$ cat src/rtl/axi_wb_pkg.sv
// Shared types and helpers for the AXI4-slave to Wishbone-classic-master bridge:
// FSM states, burst/response encodings and burst address sequencing.
package axi_wb_pkg;

   typedef enum logic [2:0] {
      IDLE,
      RD_BUS,
      RD_RESP,
      WR_DATA,
      WR_BUS,
      WR_RESP
   } state_t;

   localparam logic [1:0] BURST_FIXED = 2'b00;
   localparam logic [1:0] BURST_INCR  = 2'b01;
   localparam logic [1:0] BURST_WRAP  = 2'b10;

   localparam logic [1:0] RESP_OKAY   = 2'b00;
   localparam logic [1:0] RESP_SLVERR = 2'b10;

   // Address of the following beat. WRAP only wraps for legal lengths (2/4/8/16
   // beats); any other WRAP length, and the reserved encoding, behave as INCR.
   function automatic logic [31:0] next_addr(input logic [31:0] addr,
                                             input logic [7:0]  len,
                                             input logic [1:0]  burst);
      logic [31:0] incr;
      logic [31:0] mask;
      logic [31:0] result;
      incr   = addr + 32'd4;
      mask   = {22'd0, len, 2'b11};
      result = incr;
      if (burst == BURST_FIXED) begin
         result = addr;
      end else if (burst == BURST_WRAP &&
                   (len == 8'd1 || len == 8'd3 || len == 8'd7 || len == 8'd15)) begin
         result = (addr & ~mask) | (incr & mask);
      end
      return result;
   endfunction

endpackage

$ cat src/rtl/axi4_wishbone_bridge.sv
// AXI4 slave to Wishbone classic master bridge: one outstanding burst, beats
// are issued one at a time on Wishbone with an optional per-beat ack timeout.
module axi4_wishbone_bridge
   import axi_wb_pkg::*;
#(
   parameter int ID_W           = 4,
   parameter int ADDR_W         = 32,
   parameter int DATA_W         = 32,
   parameter int TIMEOUT_CYCLES = 1024,
   localparam int STRB_W        = DATA_W / 8
) (
   input  logic              clk,
   input  logic              rst_n,

   input  logic              axi_awvalid_i,
   output logic              axi_awready_o,
   input  logic [ADDR_W-1:0] axi_awaddr_i,
   input  logic [ID_W-1:0]   axi_awid_i,
   input  logic [7:0]        axi_awlen_i,
   input  logic [1:0]        axi_awburst_i,

   input  logic              axi_wvalid_i,
   output logic              axi_wready_o,
   input  logic [DATA_W-1:0] axi_wdata_i,
   input  logic [STRB_W-1:0] axi_wstrb_i,
   input  logic              axi_wlast_i,

   output logic              axi_bvalid_o,
   input  logic              axi_bready_i,
   output logic [1:0]        axi_bresp_o,
   output logic [ID_W-1:0]   axi_bid_o,

   input  logic              axi_arvalid_i,
   output logic              axi_arready_o,
   input  logic [ADDR_W-1:0] axi_araddr_i,
   input  logic [ID_W-1:0]   axi_arid_i,
   input  logic [7:0]        axi_arlen_i,
   input  logic [1:0]        axi_arburst_i,

   output logic              axi_rvalid_o,
   input  logic              axi_rready_i,
   output logic [DATA_W-1:0] axi_rdata_o,
   output logic [1:0]        axi_rresp_o,
   output logic [ID_W-1:0]   axi_rid_o,
   output logic              axi_rlast_o,

   output logic              wb_cyc_o,
   output logic              wb_stb_o,
   output logic              wb_we_o,
   output logic [ADDR_W-1:0] wb_addr_o,
   output logic [DATA_W-1:0] wb_data_o,
   output logic [STRB_W-1:0] wb_sel_o,
   input  logic [DATA_W-1:0] wb_data_i,
   input  logic              wb_ack_i
);

   localparam int TMO_W    = (TIMEOUT_CYCLES > 2) ? $clog2(TIMEOUT_CYCLES) : 1;
   localparam int TMO_LAST = (TIMEOUT_CYCLES > 0) ? TIMEOUT_CYCLES - 1 : 0;

   state_t              state_reg, state_next;
   logic [ADDR_W-1:0]   addr_reg;
   logic [ID_W-1:0]     id_reg;
   logic [7:0]          len_reg;
   logic [1:0]          burst_reg;
   logic [7:0]          beat_reg;
   logic                err_reg;
   logic                pref_wr_reg;
   logic [DATA_W-1:0]   rdata_reg;
   logic [1:0]          rresp_reg;
   logic [DATA_W-1:0]   wdata_reg;
   logic [STRB_W-1:0]   wstrb_reg;
   logic [TMO_W-1:0]    tmo_cnt_reg;

   logic                grant_wr;
   logic                grant_rd;
   logic                last_beat;
   logic                bus_active;
   logic                tmo_fire;
   logic [ADDR_W-1:0]   addr_adv;

   // A tie between AW and AR goes to whichever channel was not served last.
   assign grant_wr   = axi_awvalid_i && (!axi_arvalid_i || pref_wr_reg);
   assign grant_rd   = axi_arvalid_i && !grant_wr;
   assign last_beat  = (beat_reg == len_reg);
   assign bus_active = (state_reg == RD_BUS) || (state_reg == WR_BUS);
   assign tmo_fire   = (TIMEOUT_CYCLES != 0) && bus_active && !wb_ack_i &&
                       (tmo_cnt_reg == TMO_W'(TMO_LAST));
   assign addr_adv   = ADDR_W'(next_addr(32'(addr_reg), len_reg, burst_reg));

   assign axi_rdata_o = rdata_reg;
   assign axi_rresp_o = rresp_reg;
   assign axi_rid_o   = id_reg;
   assign axi_rlast_o = (state_reg == RD_RESP) && last_beat;
   assign axi_bid_o   = id_reg;
   assign axi_bresp_o = err_reg ? RESP_SLVERR : RESP_OKAY;
   assign wb_addr_o   = {addr_reg[ADDR_W-1:2], 2'b00};
   assign wb_data_o   = wdata_reg;

   always_comb begin
      state_next    = state_reg;
      axi_awready_o = 1'b0;
      axi_arready_o = 1'b0;
      axi_wready_o  = 1'b0;
      axi_bvalid_o  = 1'b0;
      axi_rvalid_o  = 1'b0;
      wb_cyc_o      = 1'b0;
      wb_stb_o      = 1'b0;
      wb_we_o       = 1'b0;
      wb_sel_o      = '0;
      case (state_reg)
         IDLE: begin
            axi_awready_o = grant_wr;
            axi_arready_o = grant_rd;
            if (grant_wr)      state_next = WR_DATA;
            else if (grant_rd) state_next = RD_BUS;
         end
         RD_BUS: begin
            wb_cyc_o = 1'b1;
            wb_stb_o = 1'b1;
            wb_sel_o = '1;
            if (wb_ack_i || tmo_fire) state_next = RD_RESP;
         end
         RD_RESP: begin
            axi_rvalid_o = 1'b1;
            if (axi_rready_i) state_next = last_beat ? IDLE : RD_BUS;
         end
         WR_DATA: begin
            axi_wready_o = 1'b1;
            if (axi_wvalid_i) state_next = WR_BUS;
         end
         WR_BUS: begin
            wb_cyc_o = 1'b1;
            wb_stb_o = 1'b1;
            wb_we_o  = 1'b1;
            wb_sel_o = wstrb_reg;
            if (wb_ack_i || tmo_fire) state_next = last_beat ? WR_RESP : WR_DATA;
         end
         WR_RESP: begin
            axi_bvalid_o = 1'b1;
            if (axi_bready_i) state_next = IDLE;
         end
         default: state_next = IDLE;
      endcase
   end

   always_ff @(posedge clk) begin
      if (!rst_n) begin
         state_reg   <= IDLE;
         addr_reg    <= '0;
         id_reg      <= '0;
         len_reg     <= '0;
         burst_reg   <= '0;
         beat_reg    <= '0;
         err_reg     <= 1'b0;
         pref_wr_reg <= 1'b1;
         rdata_reg   <= '0;
         rresp_reg   <= RESP_OKAY;
         wdata_reg   <= '0;
         wstrb_reg   <= '0;
         tmo_cnt_reg <= '0;
      end else begin
         state_reg <= state_next;
         // Counter restarts on every new strobe and only runs while unacked.
         if (bus_active && !wb_ack_i && !tmo_fire) tmo_cnt_reg <= tmo_cnt_reg + TMO_W'(1);
         else                                      tmo_cnt_reg <= '0;
         case (state_reg)
            IDLE: begin
               if (grant_wr) begin
                  addr_reg    <= axi_awaddr_i;
                  id_reg      <= axi_awid_i;
                  len_reg     <= axi_awlen_i;
                  burst_reg   <= axi_awburst_i;
                  beat_reg    <= '0;
                  err_reg     <= 1'b0;
                  pref_wr_reg <= 1'b0;
               end else if (grant_rd) begin
                  addr_reg    <= axi_araddr_i;
                  id_reg      <= axi_arid_i;
                  len_reg     <= axi_arlen_i;
                  burst_reg   <= axi_arburst_i;
                  beat_reg    <= '0;
                  err_reg     <= 1'b0;
                  pref_wr_reg <= 1'b1;
               end
            end
            RD_BUS: begin
               if (wb_ack_i) begin
                  rdata_reg <= wb_data_i;
                  rresp_reg <= RESP_OKAY;
               end else if (tmo_fire) begin
                  rdata_reg <= '0;
                  rresp_reg <= RESP_SLVERR;
               end
            end
            RD_RESP: begin
               if (axi_rready_i && !last_beat) begin
                  addr_reg <= addr_adv;
                  beat_reg <= beat_reg + 8'd1;
               end
            end
            WR_DATA: begin
               if (axi_wvalid_i) begin
                  wdata_reg <= axi_wdata_i;
                  wstrb_reg <= axi_wstrb_i;
                  if (axi_wlast_i != last_beat) err_reg <= 1'b1;
               end
            end
            WR_BUS: begin
               if (tmo_fire) err_reg <= 1'b1;
               if ((wb_ack_i || tmo_fire) && !last_beat) begin
                  addr_reg <= addr_adv;
                  beat_reg <= beat_reg + 8'd1;
               end
            end
            default: ;
         endcase
      end
   end

endmodule

$ cat config.mk
export PLATFORM = sky130hd
export DESIGN_NAME = axi4_wishbone_bridge
export DESIGN_NICKNAME = d
export VERILOG_FILES = /design/src/rtl/axi_wb_pkg.sv /design/src/rtl/axi4_wishbone_bridge.sv
export SDC_FILE = /design/constraint.sdc
export NUM_CORES = 1
export LEC_CHECK = 0
export ABC_AREA = 0
export ABC_CLOCK_PERIOD_IN_PS = 2500
export BUFFER_PORTS_ARGS = -buffer_cell sky130_fd_sc_hd__buf_2
export CORE_AREA = 2 2 122 124
export CTS_CLUSTER_DIAMETER = 80
export CTS_CLUSTER_SIZE = 20
export DETAILED_ROUTE_END_ITERATION = 7
export DIE_AREA = 0 0 124 126
export PLACE_DENSITY = 0.87
export SYNTH_ARGS = -nofsm -noshare
export SYNTH_HDL_FRONTEND = slang
export SYNTH_SLANG_ARGS = --single-unit
export TNS_END_PERCENT = 1
$ cat constraint.sdc
create_clock -name clk -period 2.5 [get_ports clk]
set_input_delay 0.375 -clock clk [delete_from_list [all_inputs] [get_ports clk]]
set_output_delay 0.375 -clock clk [all_outputs]
set_load 0.1 [all_outputs]
# After elaboration in Yosys (flattened, before gate mapping)
# Index checks and enable logic that the tools add are counted.
[totals] reg_bits=139 latch_bits=0 ram_bits=0 rom_bits=0 in_bits=169 wordCells=126 memories=0
[classes] n_addsub=3 multipliers=0 div_mod_pow=0 order_cmp=0 eq_ne=23 shifts=0 n_mux=49 bitwise=4 n_reduce_logical=34
[ops] op="2-to-1 mux 32 bit" count=8
[ops] op="case mux 32 bit (3 select lines)" count=1
[ops] op="2-to-1 mux 8 bit" count=6
[ops] op="adder 32 x 3 -> 32 bit (second input constant)" count=1
[ops] op="bitwise AND 32 x 10 -> 32 bit" count=1
[ops] op="bitwise AND 32 bit" count=1
[ops] op="NOT 10 -> 32 bit" count=1
[ops] op="OR 32 bit" count=1
[ops] op="2-to-1 mux 3 bit" count=8
[ops] op="case mux 8 bit (3 select lines)" count=1
[ops] op="case mux 3 bit (6 select lines)" count=1
[ops] op="2-to-1 mux 1 bit" count=15
[ops] op="adder 10 x 1 -> 10 bit (second input constant)" count=1
[ops] op="equality test 10 bit (second input constant)" count=1
[ops] op="2-to-1 mux 2 bit" count=5
[ops] op="!= test 2 bit (second input constant)" count=5
[ops] op="logical AND 1 bit" count=9
[ops] op="adder 8 x 1 -> 8 bit (second input constant)" count=1
[ops] op="equality test 8 x 1 -> 1 bit (second input constant)" count=1
[ops] op="equality test 8 x 2 -> 1 bit (second input constant)" count=1
[ops] op="equality test 8 x 3 -> 1 bit (second input constant)" count=1
[ops] op="equality test 8 x 4 -> 1 bit (second input constant)" count=1
[ops] op="equality test 8 bit" count=1
[ops] op="2-to-1 mux 4 bit" count=2
[ops] op="other kinds (20)" count=39

# Longest topological paths before layout
# Gate-level depths: netlist of the first run.
[logic_depth] ltp_word=9 ltp_mapped=10 mapped_depth_nobuf=7

# Least setup slack after synthesis of the first run
# Ideal clock, no wire load.
[synth_timing] path_type="register to output" startpoint="register state_reg[0]" endpoint="output axi_rlast_o" arrival_ns=3.900 path_slack_ns=-1.775 path_stages_with_launch=5 cell_sequence="dfxtp_1 -> buf_6 -> clkbuf_1 -> nor3b_1 -> and2_1"
[synth_via] elab_chain_cells=2
[synth_rtl] element="start: declaration" line_no="axi4_wishbone_bridge.sv:60" rtl="state_t state_reg, state_next;"
[synth_rtl] element="start signal: assignment" line_no="axi4_wishbone_bridge.sv:162" rtl="state_reg <= state_next;"
[synth_rtl] element="equality test 3 x 2 -> 1 bit" line_no="axi4_wishbone_bridge.sv:93" rtl="assign axi_rlast_o = (state_reg == RD_RESP) && last_beat;"
[synth_rtl] element="logical AND 1 bit" line_no="axi4_wishbone_bridge.sv:93"
[synth_rtl] element="end: declaration" line_no="axi4_wishbone_bridge.sv:45" rtl="output logic axi_rlast_o,"
# No other way between the ends.

# Worst setup path after layout of the first run
[layout_timing] startpoint="register state_reg[2]" endpoint="output axi_wready_o"
[layout_via] elab_chain_cells=2
[layout_rtl] element="equality test 3 x 2 -> 1 bit" line_no="axi4_wishbone_bridge.sv:110" rtl="case (state_reg)"
[layout_rtl] element="2-to-1 mux 1 bit" line_no="axi4_wishbone_bridge.sv:110"
[layout_rtl] element="end: declaration" line_no="axi4_wishbone_bridge.sv:23" rtl="output logic axi_wready_o,"
# No other way between the ends.

==> results of run 1 <==
-- cell families (layout without fill, tap and decap cells) --
logic type,count (synthesis),after routing,share of synthesized area [%]
other,1,4,0.0555
flip-flops,136,136,40.3
multiplexers,14,14,2.09
AO/OA/AOI/OAI,228,228,21.3
XOR/XNOR,27,27,3.50
adder cells (fa/ha/maj),3,3,0.555
AND/OR/NAND/NOR,384,384,26.2
buffers and inverters,81,345,6.00
-- worst reg2reg max path: cells and delay by family (launching register included) --
| kind | cells | cell delay (ns) |
|---|---|---|
| compound gates | 4 | 0.81 |
| buf+inv | 1 | 0.25 |
| simple gates | 2 | 0.50 |
| fa+ha+maj | 1 | 0.22 |
| flops | 1 | 0.39 |
-- routing by layer --
metal / vias up / share of wire [%]
li1: 3582 / -
met1: 3367 / 40
met4: 0 / 2.5
met2: 367 / 49
met3: 53 / 9.0
met5: - / 0
-- per-stage QoR --
| step | instances | hold slack (ns) | setup slack (ns) | power, uW | setup TNS (ns) |
|---|---|---|---|---|---|
| after floorplan | 877 | 0.430 | -0.0948 | 8250 | -0.478 |
| after global placement | 1293 | 0.439 | 0.283 | 9230 | 0 |
| after detailed placement | 1293 | 0.443 | 0.217 | 9330 | 0 |
| after CTS | 1325 | 0.166 | 0.0371 | 11800 | 0 |
| after global routing | 1325 | 0.184 | -0.0229 | 12400 | -0.0438 |
| final | 1325 | 0.189 | 0.0981 | 11900 | 0 |
-- where the power goes --
group | leakage [uW] | internal, uW | switching [uW]
Clock | 0.000272 | 1500 | 998
Combinational | 0.00248 | 1360 | 4880
Sequential | 0.00111 | 2620 | 501
Total | 0.00387 | 5480 | 6380
-- worst min-delay path by stage --
stage	startpoint	end	slack [ns]	cells after the start
5_1_grt	axi_wdata_i[14]	wb_data_o[14]$_SDFFE_PN0P_	0.18	3
2_1_floorplan	tmo_cnt_reg[0]$_SDFF_PN0_	tmo_cnt_reg[0]$_SDFF_PN0_	0.43	1
4_1_cts	axi_wdata_i[5]	wb_data_o[5]$_SDFFE_PN0P_	0.17	3
3_5_place_dp	wb_data_o[31]$_SDFFE_PN0P_	wb_data_o[31]$_SDFFE_PN0P_	0.44	2
3_3_place_gp	wb_data_o[26]$_SDFFE_PN0P_	wb_data_o[26]$_SDFFE_PN0P_	0.44	2
6_report	axi_wdata_i[5]	wb_data_o[5]$_SDFFE_PN0P_	0.19	3
-- layout by cell type (no fill, tap or decap), types with 4 or more instances in the layout --
cell          n
buf_4        21
a311oi_1     14
clkinvlp_4    5
inv_1         8
a22oi_1      32
a21oi_1      92
nand3_1      21
dfxtp_2       9
xor2_1       10
conb_1        4
mux2i_1      13
nor2_1       88
o21ai_1       5
nand2b_1      9
clkbuf_4      5
nand4_1      12
nor4_1       11
a31oi_1       7
or3_1         5
o21ai_0      34
and4_1        8
nor3_1        6
dfxtp_1     127
and2_1        6
o32ai_1      10
clkbuf_16    17
nand2_1     183
xnor2_1      17
buf_2       275
o22ai_1       8
and3_1        7
-- area by class of cell --
class	count	area share, %
Clock buffer	19	4.97
Clock inverter	13	1.64
Inverter	9	0.393
Multi-Input combinational cell	660	41.4
Sequential cell	136	30.7
Tap cell	184	2.58
Timing Repair Buffer	304	18.3
-- what timing repair did --
action                                  4_1_cts  5_1_grt
gates resized for setup                       0        7
hold endpoints to repair                      0        0
endpoints found under the setup margin        0       11
==> run summary, run 1 <==
Critical Path Start Type - flop
critical path type - reg2out
Synth area leader - dfxtp_1
Async SR Flop Fraction - 0%
drt wl/cell - 15.1 um
Slew @ Worst Pin - 0.567 ns
FMAX - 0.416 GHz
area delta synth->final - 31.8%
Global Route met2 Usage - 42.0%
fin crit share - 96.1%
Buf/Inv on CP - 2
Post-Synthesis Cells - 874
crit path DAT - 2.03 ns
DR vias - 7369
Post-synth EDFFs - 0
family with the most delay on the worst path - buffers and inverters
Hold WC Path Type - in2reg
clk buf depth - 2
Leak Pwr - 0.00387 uW
worst skew pair latency - 0.41 ns
dpl cell area - 8300 um2
chip width - 124 um
Worst setup EP type - output port
final hold vios - 0
max cap viols - 0
gr ovfl total - 0
synthesized area per cell - 7.73 um2
Worst Path Required - 2.12 ns
most frequent cell after synthesis - nand2_1
list of most frequent post-synthesis cells - 183 x nand2_1, 136 x dfxtp_1, 92 x a21oi_1, 88 x nor2_1, 39 x clkbuf_1
io pins - 290
Worst Reg-to-Reg Cells - 8
FILL cells - 1231
vias in the first global route - 6830
Critical Path Start - state_reg[2]$_SDFFE_PN0P_
layout cell share with drive strength beyond 1 - 32.1%
unrepaired setup endpoints after global routing - yes
Pre-Repair DR Iteration Count - 6
WP depth - 4
post-route minimum period - 2.40 ns
CP max stage delay - 0.43 ns
core area - 14300 um2
initial antenna violation count - 0
Die Y - 126 um
detailed-route DRC error count - 0
multi-input gate area in the final layout - 3690 um2
VDD IR max - 0.846 mV
Via density - 5.56
CTS Sinks - 136
GR Util met1 - 29.8%
Layout Skew - 0.00834 ns
top cell type's share of synthesized area - 40.3%
Placement Rows - 44
Worst slew margin - 62.0%
outcome - finished, final reports clean
gr busiest metal - met2
last weighted congestion value of the routability-driven placer - 0.858
reg2reg setup slack - 0.23 ns
GRT Total Usage - 25.0%
CTS tree - done
Post-Syn Area - 6760 um2
CTS Buf Count - 17
Synth area leaders - dfxtp_1 40%, nand2_1 10%, a21oi_1 6.8%
DRT antenna net count - 0
# diodes - 0
Yosys warnings - 0
Initial Utilization - 47.2%
slowest CP cell - buf_2
port bufs - 281
CTS Root Cell - clkbuf_16
Yosys cell types - 68
routing usage on met3 - 6.75%
Final Util - 62.2%
crit path max fanout - 12
CP cell instances - buf_4, nor2b_1, and2_2, buf_2
# setup viols final - 0
synthesized flop and latch total - 136
Critical R2R Launch - tmo_cnt_reg[0]$_SDFF_PN0_
dpl hpwl - 14.1 mm
Die ar. - 15600 um2
Critical Path End - axi_wready_o
FF-to-FF End - addr_reg[18]$_SDFFE_PN0P_
PD cells - 1330 nW/um2
pin count of the biggest net entering global routing - 56
Seq/Total Area, Yosys - 40.3%
Main synth FF type - dfxtp_1
cts hold-fix bufs - 0
first-pass GRT wire length - 31.4 mm
total wire length - 20.0 mm
Final Instance Area - 8910 um2
H-tree levels - 4
FF+latch area - 2730 um2
number of DRC markers in iteration 0 - 605
number of setup buffers added after CTS - 0
clock-pin slew on the worst setup and hold paths - 0.06 ns
fin. max-slew vios - 0
Nets - 1300
Note: power is estimated with default switching activity, not from simulation.
==> run 2, diff against run 1 <==
Settings changed: CELL_PAD_IN_SITES_DETAIL_PLACEMENT set to 1, CELL_PAD_IN_SITES_GLOBAL_PLACEMENT set to 1, CORE_AREA 2 2 122 124 to 2 2 145 147, DIE_AREA 0 0 124 126 to 0 0 147 149.
==> run summary, run 2 (same netlist as run 1, synthesis figures left out) <==
last weighted congestion value of the routability-driven placer - 0.848
detailed-route DRC error count - 0
CP cell instances - buf_4, nor3_1, and2_1, buf_2
total wire length - 24.1 mm
DP Cell Count - 1388
Layout Skew - 0.00949 ns
Nets - 1304
Final Instance Area - 9160 um2
chip width - 147 um
Slew @ Worst Pin - 0.578 ns
worst skew pair latency - 0.42 ns
Post-Place Worst Slack - 0.213 ns
DRT antenna net count - 0
Pre-Repair DR Iteration Count - 4
dpl cell area - 8540 um2
CP max stage delay - 0.45 ns
post-route minimum period - 2.38 ns
family with the most delay on the worst path - buffers and inverters
most common cell after layout, fill and taps aside - buf_2
fin crit share - 95.3%
slowest CP cell - buf_2
CTS Sinks - 136
PD cells - 1340 nW/um2
final worst setup slack - 0.118 ns
CTS Root Cell - clkbuf_16
Initial Utilization - 32.9%
Buf/Inv on CP - 2
H-tree levels - 4
unrepaired setup endpoints after global routing - no
Die ar. - 21900 um2
crit path DAT - 2.01 ns
hold slack - 0.188 ns
Leak Pwr - 0.00393 uW
GRT Total Usage - 21.8%
crit path max fanout - 17
DR vias - 7445
Die Y - 149 um
fin. max-slew vios - 0
drt wl/cell - 16.9 um
Worst slew margin - 61.2%
io pins - 290
FMAX - 0.420 GHz
clock-pin slew on the worst setup and hold paths - 0.07 ns
Worst Path Required - 2.12 ns
critical path type - reg2out
outcome - finished, final reports clean
Final Power - 12300 uW
Hold WC Path Type - in2reg
gr ovfl total - 0
port bufs - 281
core area - 20600 um2
Placement Rows - 53
area delta synth->final - 35.5%
commonest non-fill, non-tap cells in the layout - 273 x buf_2, 183 x nand2_1, 127 x dfxtp_1, 92 x a21oi_1, 88 x nor2_1
CTS Buf Count - 17
vias in the first global route - 7646
VDD IR max - 0.453 mV
clk buf depth - 2
layout cell share with drive strength beyond 1 - 32.4%
number of DRC markers in iteration 0 - 358
final hold vios - 0
Critical Path Start Type - flop
Worst setup EP type - output port
max cap viols - 0
Via density - 5.24
Non-Filler Instances - 1422
CTS tree - done
pin count of the biggest net entering global routing - 58
initial antenna violation count - 0
first-pass GRT wire length - 38.6 mm
dpl hpwl - 17.2 mm
# setup viols final - 0
[run 2: layer usage]
layer / track usage (%) / wire length (um) / vias to the layer above
li1: - / - / 3590
met1: 25.6 / 10200 / 3578
met2: 38.3 / 11700 / 250
met3: 6.15 / 1760 / 27
met4: 7.93 / 446 / 0
met5: 0 / 0 / -
[run 2: worst paths after layout]
| check | startpoint | cells after the start | endpoint | slack (ns) |
|---|---|---|---|---|
| max | state_reg[0]$_SDFFE_PN0P_ | 4 | axi_awready_o | 0.12 |
| min | axi_wdata_i[24] | 3 | wb_data_o[24]$_SDFFE_PN0P_ | 0.19 |
| max reg2reg | state_reg[1]$_SDFFE_PN0P_ | 7 | addr_reg[18]$_SDFFE_PN0P_ | 0.18 |
| min reg2reg | wb_data_o[27]$_SDFFE_PN0P_ | 2 | wb_data_o[27]$_SDFFE_PN0P_ | 0.45 |
[run 2: area by class of cell]
cell class | count | area (um2)
Antenna cell | 2 | 5.00
Clock buffer | 17 | 425
Clock inverter | 15 | 180
Fill cell | 2634 | 11400
Inverter | 9 | 35.0
Multi-Input combinational cell | 660 | 3680
Sequential cell | 136 | 2730
Tap cell | 275 | 344
Timing Repair Buffer | 308 | 1750
[run 2: per-stage QoR]
step | setup TNS, ns | util (%)
6_report | 0 | 44.6
5_1_grt | 0 | 44.5
4_1_cts | 0 | 44.5
3_5_place_dp | 0 | 41.6
3_3_place_gp | 0 | 41.6
2_1_floorplan | -0.478 | -
[run 2: what timing repair did]
| item | 4_1_cts | 5_1_grt |
|---|---|---|
| cloned | 0 | 0 |
| setup buffers | 0 | 0 |
| hold buffers | 0 | 0 |
| gates resized for setup | 1 | 1 |
| setup endpoints to repair | 1 | 1 |
[run 2: worst reg2reg max path, stage by stage (launching register included)]
cell and delay [ns]:
dfxtp_1 0.54, xnor2_1 0.21, nor2_2 0.22, buf_4 0.29, nand3_1 0.32, or3_1 0.43, o21ai_0 0.09, a31o_1 0.16
[run 2: power breakdown]
part           leakage, uW  switching [uW]  internal [uW]
sequential         0.00111             499           2620
combinational      0.00253            5010           1540
clock             0.000289            1120           1510
total              0.00393            6630           5670
==> run 3, diff against run 2 <==
Settings changed: RECOVER_POWER set to 50, SLEW_MARGIN set to 40.
==> run summary, run 3 (same netlist as run 1, synthesis figures left out) <==
outcome - finished, final reports clean
Die Y - 149 um
CP max stage delay - 0.45 ns
cts hold-fix bufs - 0
vias in the first global route - 7646
Worst Path Required - 2.12 ns
hold slack - 0.181 ns
Worst slew margin - 13.7%
slowest CP cell - buf_2
Slew @ Worst Pin - 1.30 ns
Leak Pwr - 0.00350 uW
family with the most delay on the worst path - buffers and inverters
fin. max-slew vios - 0
layout cell share with drive strength beyond 1 - 23.1%
gr ovfl total - 0
post-route minimum period - 2.38 ns
pin count of the biggest net entering global routing - 58
CTS tree - done
fin crit share - 95.1%
GRT Total Usage - 21.8%
clk buf depth - 2
Worst setup EP type - output port
worst skew pair latency - 0.43 ns
area delta synth->final - 33.4%
H-tree levels - 4
number of DRC markers in iteration 0 - 344
DRT antenna net count - 0
initial antenna violation count - 0
most common cell after layout, fill and taps aside - nand2_1
crit path max fanout - 17
Critical Path Start - state_reg[0]$_SDFFE_PN0P_
Pre-Repair DR Iteration Count - 7
Critical R2R Launch - state_reg[1]$_SDFFE_PN0P_
DP Cell Count - 1388
Die ar. - 21900 um2
VDD IR max - 0.444 mV
CTS Sinks - 136
FMAX - 0.421 GHz
core area - 20600 um2
final worst setup slack - 0.123 ns
crit path DAT - 2.00 ns
Buf/Inv on CP - 2
Final Util - 43.9%
Placement Rows - 53
CTS Root Cell - clkbuf_16
drt wl/cell - 16.9 um
Via density - 5.24
port bufs - 281
PD cells - 1350 nW/um2
last weighted congestion value of the routability-driven placer - 0.848
final hold vios - 0
Initial Utilization - 32.9%
first-pass GRT wire length - 38.6 mm
Non-Filler Instances - 1422
Layout Skew - 0.0159 ns
clock-pin slew on the worst setup and hold paths - 0.07 ns
CP cell instances - buf_4, nor3_1, and2_1, buf_2
max cap viols - 0
Final Power - 12200 uW
# setup viols final - 0
io pins - 290
Nets - 1304
chip width - 147 um
critical hold path startpoint - axi_wdata_i[12]
critical path type - reg2out
detailed-route DRC error count - 0
total wire length - 24.0 mm
Post-Place Worst Slack - 0.213 ns
commonest non-fill, non-tap cells in the layout - 183 x nand2_1, 169 x buf_2, 127 x dfxtp_1, 104 x clkbuf_1, 92 x a21oi_1
DR vias - 7453
unrepaired setup endpoints after global routing - no
dpl hpwl - 17.2 mm
Critical Path Start Type - flop
Hold WC Path Type - in2reg
CTS Buf Count - 17
==> run 3: cell types whose count changed in the layout (fill, tap and decap cells not counted), sizes merged <==
cell	change
clkbuf	+107
buf	-107
==> run 3: layer usage <==
metal  vias to the layer above  global-route usage, %  share of wire [%]
met5                         -                      0                  0
li1                       3593                      -                  -
met4                         0                   7.93                1.9
met3                        29                   6.15                7.5
met2                       245                   38.3                 49
met1                      3586                   25.6                 42
==> run 3: power breakdown <==
part	internal [uW]	total (uW)	switching (uW)
Clock	1510	2640	1120
Sequential	2620	3120	509
Combinational	1430	6440	5010
==> run 3: repair_timing <==
| item | 4_1_cts | 5_1_grt |
|---|---|---|
| setup endpoints to repair | 1 | 1 |
| buffers inserted | 0 | 0 |
| resized for setup | 1 | 1 |
| endpoints found under the hold margin | 0 | 0 |
| cloned | 0 | 0 |
==> run 3: through the flow <==
stage / setup TNS (ns) / instance area, um2
after floorplan: -0.478 / 6800
after global placement: 0 / 8540
after detailed placement: 0 / 8540
after CTS: 0 / 9150
after global routing: 0 / 9010
final: 0 / 9020
==> run 3: worst paths after layout <==
| check | to | slack (ns) | cells after the start |
|---|---|---|---|
| worst max-delay path | axi_awready_o | 0.12 | 4 |
| worst max register to register | addr_reg[18]$_SDFFE_PN0P_ | 0.18 | 7 |
| worst min register to register | wb_data_o[30]$_SDFFE_PN0P_ | 0.45 | 2 |
| worst min-delay path | wb_data_o[12]$_SDFFE_PN0P_ | 0.18 | 3 |
==> run 3: worst register-to-register path, stage by stage (launching register included) <==
cell	delay [ns]
dfxtp_1	0.55
xnor2_1	0.21
nor2_2	0.22
buf_4	0.29
nand3_1	0.32
or3_1	0.43
o21ai_0	0.09
a31o_1	0.16
==> run 3: area by class of cell <==
type / count / area, um2
antenna: 2 / 5.00
clock buffer: 17 / 425
clock inverter: 15 / 180
fill: 2669 / 11500
inverter: 9 / 35.0
multi-input combinational: 660 / 3680
sequential: 136 / 2730
tap: 275 / 344
timing repair buffer: 308 / 1620
